## src/rtl/ex_muldiv_iter_if.sv

```systemverilog
// ex_muldiv_iter_if
//   Request/response bundle between ID/EX and the iterative mul/div unit.
//   master : issuing pipeline side (drives *_i, observes *_o)
//   slave  : ex_muldiv_iter (observes *_i, drives *_o)
//   Signals:
//     start_i   request a new operation
//     op_i      0 MUL 1 MULH 2 MULHSU 3 MULHU 4 DIV 5 DIVU 6 REM 7 REMU
//     a_i/b_i   rs1/rs2 operands
//     wd_i      destination register
//     flush_i   abort the operation in flight
//     busy_o    unit not idle
//     stall_o   pipeline hold request
//     done_o    one-cycle result-valid pulse
//     result_o  result, held until the next completion
//     wd_o      destination latched at start
//     wreg_o    write-back enable (same as done_o)
interface ex_muldiv_iter_if #(
  parameter int unsigned XLEN = 32,
  parameter int unsigned REGW = 5
);
  logic            start_i;
  logic [2:0]      op_i;
  logic [XLEN-1:0] a_i;
  logic [XLEN-1:0] b_i;
  logic [REGW-1:0] wd_i;
  logic            flush_i;
  logic            busy_o;
  logic            stall_o;
  logic            done_o;
  logic [XLEN-1:0] result_o;
  logic [REGW-1:0] wd_o;
  logic            wreg_o;

  modport master (
    output start_i, op_i, a_i, b_i, wd_i, flush_i,
    input  busy_o, stall_o, done_o, result_o, wd_o, wreg_o
  );

  modport slave (
    input  start_i, op_i, a_i, b_i, wd_i, flush_i,
    output busy_o, stall_o, done_o, result_o, wd_o, wreg_o
  );
endinterface

```

## src/rtl/ex_muldiv_iter.sv

```systemverilog
// ex_muldiv_iter
//   Iterative RV32M/RV64M multiply/divide unit beside the execute stage.
//   One operation at a time; XLEN bit-serial iterations, then a sign-fix
//   cycle, then a DONE cycle that registers the result and raises done_o
//   for one cycle. Divide-by-zero and signed overflow bypass the iterations.
//   Ports:
//     clk  rising-edge clock
//     rst  synchronous, active-high reset
//     bus  ex_muldiv_iter_if.slave (request, flush, stall/done/result)
module ex_muldiv_iter #(
  parameter int unsigned XLEN = 32,
  parameter int unsigned REGW = 5
) (
  input logic             clk,
  input logic             rst,
  ex_muldiv_iter_if.slave bus
);

  localparam int unsigned CNTW = $clog2(XLEN) + 1;
  localparam logic [XLEN-1:0] MIN_NEG = {1'b1, {(XLEN-1){1'b0}}};

  typedef enum logic [1:0] {
    S_IDLE,
    S_CALC,
    S_FIX,
    S_DONE
  } state_t;

  state_t            state_q;
  logic [2:0]        op_q;
  logic [REGW-1:0]   wd_q;
  logic [XLEN-1:0]   opx_q;     // multiplicand (mul) or divisor (div)
  logic [2*XLEN-1:0] acc_q;     // mul: {partial, multiplier}; div: {rem, quotient}
  logic [CNTW-1:0]   cnt_q;
  logic              negq_q;    // negate product / quotient in FIX
  logic              negr_q;    // negate remainder in FIX
  logic [XLEN-1:0]   fix_q;     // result awaiting the DONE cycle
  logic [XLEN-1:0]   result_q;
  logic              done_q;

  // ---------------------------------------------------------------
  // Entry decode: operand magnitudes, signs and special cases
  // ---------------------------------------------------------------
  logic              accept;
  logic              is_div;
  logic              a_sgn;
  logic              b_sgn;
  logic [XLEN-1:0]   abs_a;
  logic [XLEN-1:0]   abs_b;
  logic              b_zero;
  logic              ovf;
  logic [XLEN-1:0]   special_res;

  assign accept = (state_q == S_IDLE) && bus.start_i && !bus.flush_i;

  always_comb begin
    is_div = bus.op_i[2];
    a_sgn  = 1'b0;
    b_sgn  = 1'b0;
    case (bus.op_i)
      3'd1, 3'd4, 3'd6: begin
        a_sgn = 1'b1;
        b_sgn = 1'b1;
      end
      3'd2:    a_sgn = 1'b1;
      default: ;
    endcase
    abs_a  = (a_sgn && bus.a_i[XLEN-1]) ? -bus.a_i : bus.a_i;
    abs_b  = (b_sgn && bus.b_i[XLEN-1]) ? -bus.b_i : bus.b_i;
    b_zero = is_div && (bus.b_i == '0);
    // op_i[0]==0 within the divide group selects the signed forms
    ovf    = is_div && !bus.op_i[0] && (bus.a_i == MIN_NEG) && (bus.b_i == '1);
    special_res = '0;
    if (b_zero) begin
      special_res = bus.op_i[1] ? bus.a_i : '1;
    end else if (ovf) begin
      special_res = bus.op_i[1] ? '0 : bus.a_i;
    end
  end

  // ---------------------------------------------------------------
  // Iteration step and sign-fix result
  // ---------------------------------------------------------------
  logic [XLEN:0]     mul_sum;
  logic [XLEN:0]     div_sh;
  logic              div_ge;
  logic [XLEN-1:0]   div_diff;
  logic [2*XLEN-1:0] acc_d;
  logic [2*XLEN-1:0] prod;
  logic [XLEN-1:0]   quo;
  logic [XLEN-1:0]   rem;
  logic [XLEN-1:0]   fix_d;

  always_comb begin
    // shift-add: add multiplicand to the upper half when the current
    // multiplier bit is set, then shift the whole accumulator right
    mul_sum  = {1'b0, acc_q[2*XLEN-1:XLEN]} + (acc_q[0] ? {1'b0, opx_q} : '0);
    // restoring divide: bring in the next dividend bit and try a subtract;
    // the remainder stays below the divisor so XLEN bits hold the difference
    div_sh   = acc_q[2*XLEN-1:XLEN-1];
    div_ge   = (div_sh >= {1'b0, opx_q});
    div_diff = div_sh[XLEN-1:0] - opx_q;
    if (op_q[2]) begin
      acc_d = div_ge ? {div_diff, acc_q[XLEN-2:0], 1'b1}
                     : {acc_q[2*XLEN-2:0], 1'b0};
    end else begin
      acc_d = {mul_sum, acc_q[XLEN-1:1]};
    end

    prod = negq_q ? -acc_q : acc_q;
    quo  = negq_q ? -acc_q[XLEN-1:0] : acc_q[XLEN-1:0];
    rem  = negr_q ? -acc_q[2*XLEN-1:XLEN] : acc_q[2*XLEN-1:XLEN];
    case (op_q)
      3'd0:             fix_d = prod[XLEN-1:0];
      3'd1, 3'd2, 3'd3: fix_d = prod[2*XLEN-1:XLEN];
      3'd4, 3'd5:       fix_d = quo;
      default:          fix_d = rem;
    endcase
  end

  // ---------------------------------------------------------------
  // Control FSM and datapath registers
  // ---------------------------------------------------------------
  always_ff @(posedge clk) begin
    if (rst) begin
      state_q  <= S_IDLE;
      op_q     <= '0;
      wd_q     <= '0;
      opx_q    <= '0;
      acc_q    <= '0;
      cnt_q    <= '0;
      negq_q   <= 1'b0;
      negr_q   <= 1'b0;
      fix_q    <= '0;
      result_q <= '0;
      done_q   <= 1'b0;
    end else begin
      done_q <= 1'b0;
      case (state_q)
        S_IDLE: begin
          if (accept) begin
            op_q   <= bus.op_i;
            wd_q   <= bus.wd_i;
            negq_q <= (a_sgn && bus.a_i[XLEN-1]) ^ (b_sgn && bus.b_i[XLEN-1]);
            negr_q <= a_sgn && bus.a_i[XLEN-1];
            cnt_q  <= CNTW'(XLEN);
            if (is_div) begin
              opx_q <= abs_b;
              acc_q <= {{XLEN{1'b0}}, abs_a};
            end else begin
              opx_q <= abs_a;
              acc_q <= {{XLEN{1'b0}}, abs_b};
            end
            if (b_zero || ovf) begin
              fix_q   <= special_res;
              state_q <= S_DONE;
            end else begin
              state_q <= S_CALC;
            end
          end
        end
        S_CALC: begin
          if (bus.flush_i) begin
            state_q <= S_IDLE;
          end else begin
            acc_q <= acc_d;
            cnt_q <= cnt_q - 1'b1;
            if (cnt_q == CNTW'(1)) state_q <= S_FIX;
          end
        end
        S_FIX: begin
          if (bus.flush_i) begin
            state_q <= S_IDLE;
          end else begin
            fix_q   <= fix_d;
            state_q <= S_DONE;
          end
        end
        S_DONE: begin
          // result_o only changes on a completed, unflushed operation
          if (!bus.flush_i) begin
            result_q <= fix_q;
            done_q   <= 1'b1;
          end
          state_q <= S_IDLE;
        end
        default: state_q <= S_IDLE;
      endcase
    end
  end

  assign bus.busy_o   = (state_q != S_IDLE);
  assign bus.stall_o  = (state_q == S_CALC) || (state_q == S_FIX) || accept;
  assign bus.done_o   = done_q;
  assign bus.wreg_o   = done_q;
  assign bus.result_o = result_q;
  assign bus.wd_o     = wd_q;

endmodule

```

## src/flat_wrapper.sv

```systemverilog
// flat-port wrapper written by rule: the top's interface ports become plain ports
module ex_muldiv_iter_flat 
#(
  parameter int unsigned XLEN = 32,
  parameter int unsigned REGW = 5
)
  (clk, rst, bus_start_i, bus_op_i, bus_a_i, bus_b_i, bus_wd_i, bus_flush_i, bus_busy_o, bus_stall_o, bus_done_o, bus_result_o, bus_wd_o, bus_wreg_o);
  ex_muldiv_iter_if #(.XLEN(XLEN), .REGW(REGW)) bus_i ();
  input logic clk;
  input logic rst;
  input wire logic [$bits(bus_i.start_i)-1:0] bus_start_i;
  input wire logic [$bits(bus_i.op_i)-1:0] bus_op_i;
  input wire logic [$bits(bus_i.a_i)-1:0] bus_a_i;
  input wire logic [$bits(bus_i.b_i)-1:0] bus_b_i;
  input wire logic [$bits(bus_i.wd_i)-1:0] bus_wd_i;
  input wire logic [$bits(bus_i.flush_i)-1:0] bus_flush_i;
  output wire logic [$bits(bus_i.busy_o)-1:0] bus_busy_o;
  output wire logic [$bits(bus_i.stall_o)-1:0] bus_stall_o;
  output wire logic [$bits(bus_i.done_o)-1:0] bus_done_o;
  output wire logic [$bits(bus_i.result_o)-1:0] bus_result_o;
  output wire logic [$bits(bus_i.wd_o)-1:0] bus_wd_o;
  output wire logic [$bits(bus_i.wreg_o)-1:0] bus_wreg_o;
  assign bus_i.start_i = bus_start_i;
  assign bus_i.op_i = bus_op_i;
  assign bus_i.a_i = bus_a_i;
  assign bus_i.b_i = bus_b_i;
  assign bus_i.wd_i = bus_wd_i;
  assign bus_i.flush_i = bus_flush_i;
  assign bus_busy_o = bus_i.busy_o;
  assign bus_stall_o = bus_i.stall_o;
  assign bus_done_o = bus_i.done_o;
  assign bus_result_o = bus_i.result_o;
  assign bus_wd_o = bus_i.wd_o;
  assign bus_wreg_o = bus_i.wreg_o;
  ex_muldiv_iter #(.XLEN(XLEN), .REGW(REGW)) u_core (.clk(clk), .rst(rst), .bus(bus_i));
endmodule
```

## config.mk

```make
export PLATFORM = sky130hd
export DESIGN_NAME = ex_muldiv_iter_flat
export DESIGN_NICKNAME = d
export VERILOG_FILES = /design/src/rtl/ex_muldiv_iter_if.sv /design/src/rtl/ex_muldiv_iter.sv /design/src/flat_wrapper.sv
export SDC_FILE = /design/constraint.sdc
export NUM_CORES = 1
export LEC_CHECK = 0
export ABC_AREA = 0
export BUFFER_PORTS_ARGS = -buffer_cell sky130_fd_sc_hd__buf_4
export CORE_UTILIZATION = 35
export CTS_CLUSTER_DIAMETER = 150
export DETAILED_ROUTE_END_ITERATION = 8
export PLACE_DENSITY_LB_ADDON = 0.12
export SLEW_MARGIN = 5
export SYNTH_ARGS = -nofsm -noshare
export SYNTH_HDL_FRONTEND = slang
export SYNTH_SLANG_ARGS = --single-unit
export TNS_END_PERCENT = 100
```

## constraint.sdc

```tcl
create_clock -name clk -period 11.5 [get_ports clk]
set_input_delay 3.45 -clock clk [delete_from_list [all_inputs] [get_ports clk]]
set_output_delay 3.45 -clock clk [all_outputs]
set_load 0.005 [all_outputs]
```

Word-level counts from Yosys, hierarchy flattened --
Index checks and enable logic that the tools add are counted.
Cells by class: muxes and demuxes 34, eq/ne operators 20, reductions and logical operators 29, bitwise operators 3, order comparisons 1, add/sub/neg operators 8
Operator list (count):
- two-way mux 32 bit | 14
- two-way mux 64 bit | 5
- negator 32 bit | 4
- one-hot mux 64 bit (2 select lines) | 1
- one-hot mux 32 bit (3 select lines) | 1
- equality test 32 bit (second input constant) | 2
- negator 64 bit | 1
- one-hot mux 32 bit (2 select lines) | 1
- adder 32 x 33 -> 33 bit | 1
- >= comparator 33 x 32 -> 1 bit | 1
- logical NOT 32 bit | 1
- subtractor 32 bit | 1
- equality test 3 bit (second input constant) | 4
- two-way mux 6 bit | 2
- one-hot mux 6 bit (2 select lines) | 1
- two-way mux 2 bit | 5
- equality test 3 x 2 -> 1 bit (second input constant) | 3
- logical AND 1 bit | 8
- one-hot mux 2 bit (4 select lines) | 1
- equality test 3 x 1 -> 1 bit (second input constant) | 2
- equality test 6 x 1 -> 1 bit (second input constant) | 1
- inequality test 2 bit (second input constant) | 3
- AND reduction 2 bit | 3
- nonzero test 2 bit | 3
- 17 further kinds | 26
Storage, ports and cells: input bits 76, word-level logic and storage cells 106, output and inout bits 41, bits in registers 179

Longest topological paths before layout --
word-level depth 9, depth in mapped cells 16, gate-level depth less buffers 14

Worst setup path before layout --
No wires, ideal clock.
path type input -> output, from input port bus_flush_i, to output port bus_stall_o, arrival time 4.458 ns, stages 5, setup slack 3.592 ns, required time 8.050 ns, path buffers 3, path through clkbuf_1 > or2_2 > clkbuf_1 > clkbuf_1 > nand2b_1
Between the ends: word-level cells in the longest chain between the ends 3
Ends and longest elaborated chain:
- start, declared | line flat_wrapper.sv:16 | input wire logic [$bits(bus_i.flush_i)-1:0] bus_flush_i;
- logical NOT 1 bit | line ex_muldiv_iter.sv:54 | assign accept = (state_q == S_IDLE) && bus.start_i && !bus.flush_i;
- logical AND 1 bit | line ex_muldiv_iter.sv:54
- logical OR 1 bit | line ex_muldiv_iter.sv:193 | assign bus.stall_o = (state_q == S_CALC) || (state_q == S_FIX) || accept;
- end, declared | line flat_wrapper.sv:18 | output wire logic [$bits(bus_i.stall_o)-1:0] bus_stall_o;
No other way between the ends.

Final worst setup path --
from input port bus_start_i, to output port bus_stall_o
Between the ends: word-level cells in the longest chain between the ends 3
Ends and longest elaborated chain:
- start, declared | line flat_wrapper.sv:11 | input wire logic [$bits(bus_i.start_i)-1:0] bus_start_i;
- logical AND 1 bit (2 in series) | line ex_muldiv_iter.sv:54
- logical OR 1 bit | line ex_muldiv_iter.sv:193
No other way between the ends.

==> results by group <==
Synthesis
  • FF+latch count, synth: 179
  • Synth cell count leaders: nand2_1 (265), nor2_1 (231), a21oi_1 (223)
  • Post-synth top flop: dfxtp_1
  • Largest area contributor in the netlist: dfxtp_1
  • Syn Std Cell Area: 15,600 sq um
  • Syn Area/Cell: 7.14 sq um
  • Async SR Flop Fraction: 0%
  • Largest cells by area after synthesis: dfxtp_1 (23%), a21oi_1 (7.1%), nand2_1 (6.4%), ha_1 (6.0%), xor2_1 (5.8%)
  • Proportion of netlist area held by the largest area contributor: 23.0%
  • Seq/Total Area, Yosys: 23.0%
  • Mapped Cells: 2,187
  • Post-synthesis cell type count: 78
  • EDFF count, synth: 0
  • Synth warnings: 0
  • Syn_nets: 2,340
  • Count leader, synth: nand2_1

Timing
  • Slew HR: 20.6%
  • Clk_skew: 0.0170 ns
  • Hold slack final: 0.446 ns
  • Slew at the pin with the worst max-slew slack: 1.19 ns
  • Pins Over Slew Limit: 0
  • Period Utilization, post-route: 70.3%
  • Final min period: 8.09 ns
  • Final Hold Fails: 0
  • Setup_tns: 0 ns
  • Final setup violation count: 0
  • RSZ-0062 raised after global routing: no
  • Fmax: 124 MHz

Clock tree
  • Hold_buf cts: 0
  • Clk buf depth: 2
  • Clk slew on worst S/H paths: 0.07 ns
  • CTS Buf Count: 17
  • Post-CTS resize count: 0
  • Clk_lat worst skew: 0.48 ns
  • Root buffer cell: clkbuf_16
  • CTS sink cnt: 179
  • Setup Fix Bufs, Post-CTS: 0
  • H-tree lvl count: 4
  • CTS tree: built

Drt
  • DRC marker count from the first detailed-route iteration: 1,331
  • Antenna Nets Post-Route: 0
  • Detailed-router iteration count before antenna repair: 8
  • Via density per instance: 5.87
  • WL/cell: 22.0 um
  • Via count: 16,370
  • Routed wire length: 61.5 mm
  • Drt drc: 0

Pwr
  • Maximum vdd drop: 0.0991 mV
  • Cell internal pwr: 1.37 mW
  • Power Total: 2.43 mW
  • Combinational Power Share: 43.7%
  • NetSw: 1.06 mW
  • PwrDens: 139 nW/um^2
  • Leakage: 6.71 nW
  • Clock power share: 25.1%
  • Sequential share of power: 31.2%
  • Sw Share: 43.5%

Floorplan
  • DIE AREA: 45,500 sq um
  • Rows: 77
  • Die W: 213 um
  • Core area: 44,100 sq um
  • DIE HEIGHT: 213 um
  • Starting density of the core: 35.4%
  • # IOs: 117

Global route
  • Tot GR Track Use: 27.2%
  • Largest net degree at the start of global routing: 70
  • Total congestion overflow: 0
  • Initial antenna violation count: 0
  • Number of global-route vias before repair: 15,068
  • First-pass GRT wire length: 93.4 mm

Placement
  • DP HPWL: 46.7 mm
  • Area post-placement: 16,800 sq um
  • GPL Wtd Cong: 0.916
  • Inst Count DP: 2,759
  • Port bufs: 116

Critical path
  • Setup crit start kind: input pin
  • Endpoint class of the critical path: output port
  • Max stage delay on crit path: 0.47 ns
  • CP dominant cell by count: buf_4
  • Cell family with most CP delay: buffers and inverters
  • Crit Path Category: in -> out
  • Crit path cell chain: buf_4, nand2_1, or2_2, buf_4, nand2b_1, buf_4
  • CP required: 8.05 ns
  • CP bufs+invs: 3
  • Reg2reg path depth: 13
  • Setup slack, reg-to-reg: 6.31 ns
  • Crit-path slowest cell: buf_4
  • Reg2reg end: u_core.acc_q[61]
  • Arrival @ worst endpoint: 4.64 ns
  • R2r startpoint: u_core.acc_q[0]
  • Critical-path maximum fanout: 48

Layout
  • Nets: 2,339
  • N_diodes: 0
  • Layout fillers: 4,789
  • Area growth syn-to-layout: 11.5%
  • Layout cell share with drive strength beyond 1: 10.6%
  • Non-filler cells, final: 2,791
  • Final design area excluding fillers: 17,400 sq um

Min path
  • WHS Endpoint: u_core.bus.result_o[28]
  • Worst hold path stage count: 2
  • HP Class: reg -> reg
  • Hold Startpoint: u_core.fix_q[28]

Run status
  • Status: complete, no violations

Flow run
  • Max-Cap Viols: 0
==> cell usage in the layout (no fill, tap or decap), types with 12 or more instances in the layout <==
cell type,n
inv_1,74
xnor2_1,98
o211ai_1,27
nor4_1,22
dfxtp_1,177
o22ai_1,33
xor2_1,103
a221oi_1,12
or3_1,15
or4_1,15
a21oi_1,222
a22oi_1,23
a21o_1,32
ha_1,74
nor2_1,228
a311oi_1,22
nand4_1,18
nand3_1,20
o41ai_1,15
nand2b_1,18
buf_4,140
and2_1,16
clkbuf_16,17
and3_1,12
nand2_1,265
nor3_1,48
a211oi_1,43
o31ai_1,30
mux2_2,29
mux2i_1,28
o21ai_0,159
nor2b_1,16
==> worst min-delay path: cells and delay by family (launching register included) <==
kind | cells | cell delay, ns
and+or+nand+nor | 1 | 0.05
DFF | 1 | 0.31
AOI/OAI and AO/OA | 1 | 0.05
==> kinds of logic after synthesis <==
logic type	Yosys count	share of synthesized area, %
and+or+nand+nor	737	21.6
muxes	57	3.89
DFF	179	23.0
buffers and inverters	235	5.77
AOI/OAI and AO/OA	701	28.2
adders and majority gates	77	6.27
xor gates and xnor gates	201	11.3
==> metrics by stage <==
step	util [%]	worst slack [ns]
5_1_grt	39.5	3.32
3_5_place_dp	38.1	3.38
4_1_cts	39.5	3.38
2_1_floorplan	-	3.59
6_report	39.5	3.41
3_3_place_gp	38.1	3.37
==> worst max path at each step <==
stage,startpoint,end,slack (ns),cells after the start
floorplan,bus_flush_i,bus_stall_o,3.59,5
global placement,bus_start_i,bus_stall_o,3.37,6
detailed placement,bus_start_i,bus_stall_o,3.38,6
CTS,bus_start_i,bus_stall_o,3.38,6
global route,bus_start_i,bus_stall_o,3.32,6
finish,bus_start_i,bus_stall_o,3.41,6
==> final cells by class <==
class | instances | area [sq um] | share of cell area, %
timing repair buffer | 140 | 1050 | 6.04
sequential | 179 | 3590 | 20.6
clock inverter | 13 | 141 | 0.812
inverter | 75 | 282 | 1.62
clock buffer | 19 | 443 | 2.54
multi-input combinational | 1773 | 11200 | 64.1
tap | 592 | 741 | 4.25
==> metal layers <==
layer / up-vias / wire (um) / track usage, %
met3: 56 / 3650 / 3.56
met2: 556 / 27500 / 42.6
met1: 7897 / 28800 / 38.4
li1: 7861 / - / -
met4: 0 / 1570 / 8.30
met5: - / 0 / 0
==> sequential cells by signal (all words and copies together), names as in the netlist <==
name,count
u_core.bus.done_o,1
u_core.state_q,2
u_core.acc_q,64
u_core.bus.result_o,32
u_core.negq_q,1
u_core.bus.wd_o,5
u_core.fix_q,32
u_core.opx_q,32
u_core.cnt_q,6
u_core.op_q,3
u_core.negr_q,1
==> power by group through the flow <==
| stage | sequential [mW] | combinational (mW) | clock [mW] |
|---|---|---|---|
| after floorplan | 0.726 | 0.751 | 0 |
| after global placement | 0.766 | 1.05 | 0 |
| after detailed placement | 0.769 | 1.05 | 0 |
| after CTS | 0.754 | 1.05 | 0.622 |
| after global routing | 0.764 | 1.16 | 0.646 |
| final | 0.757 | 1.06 | 0.610 |
Power figures use the tool's default switching activity.
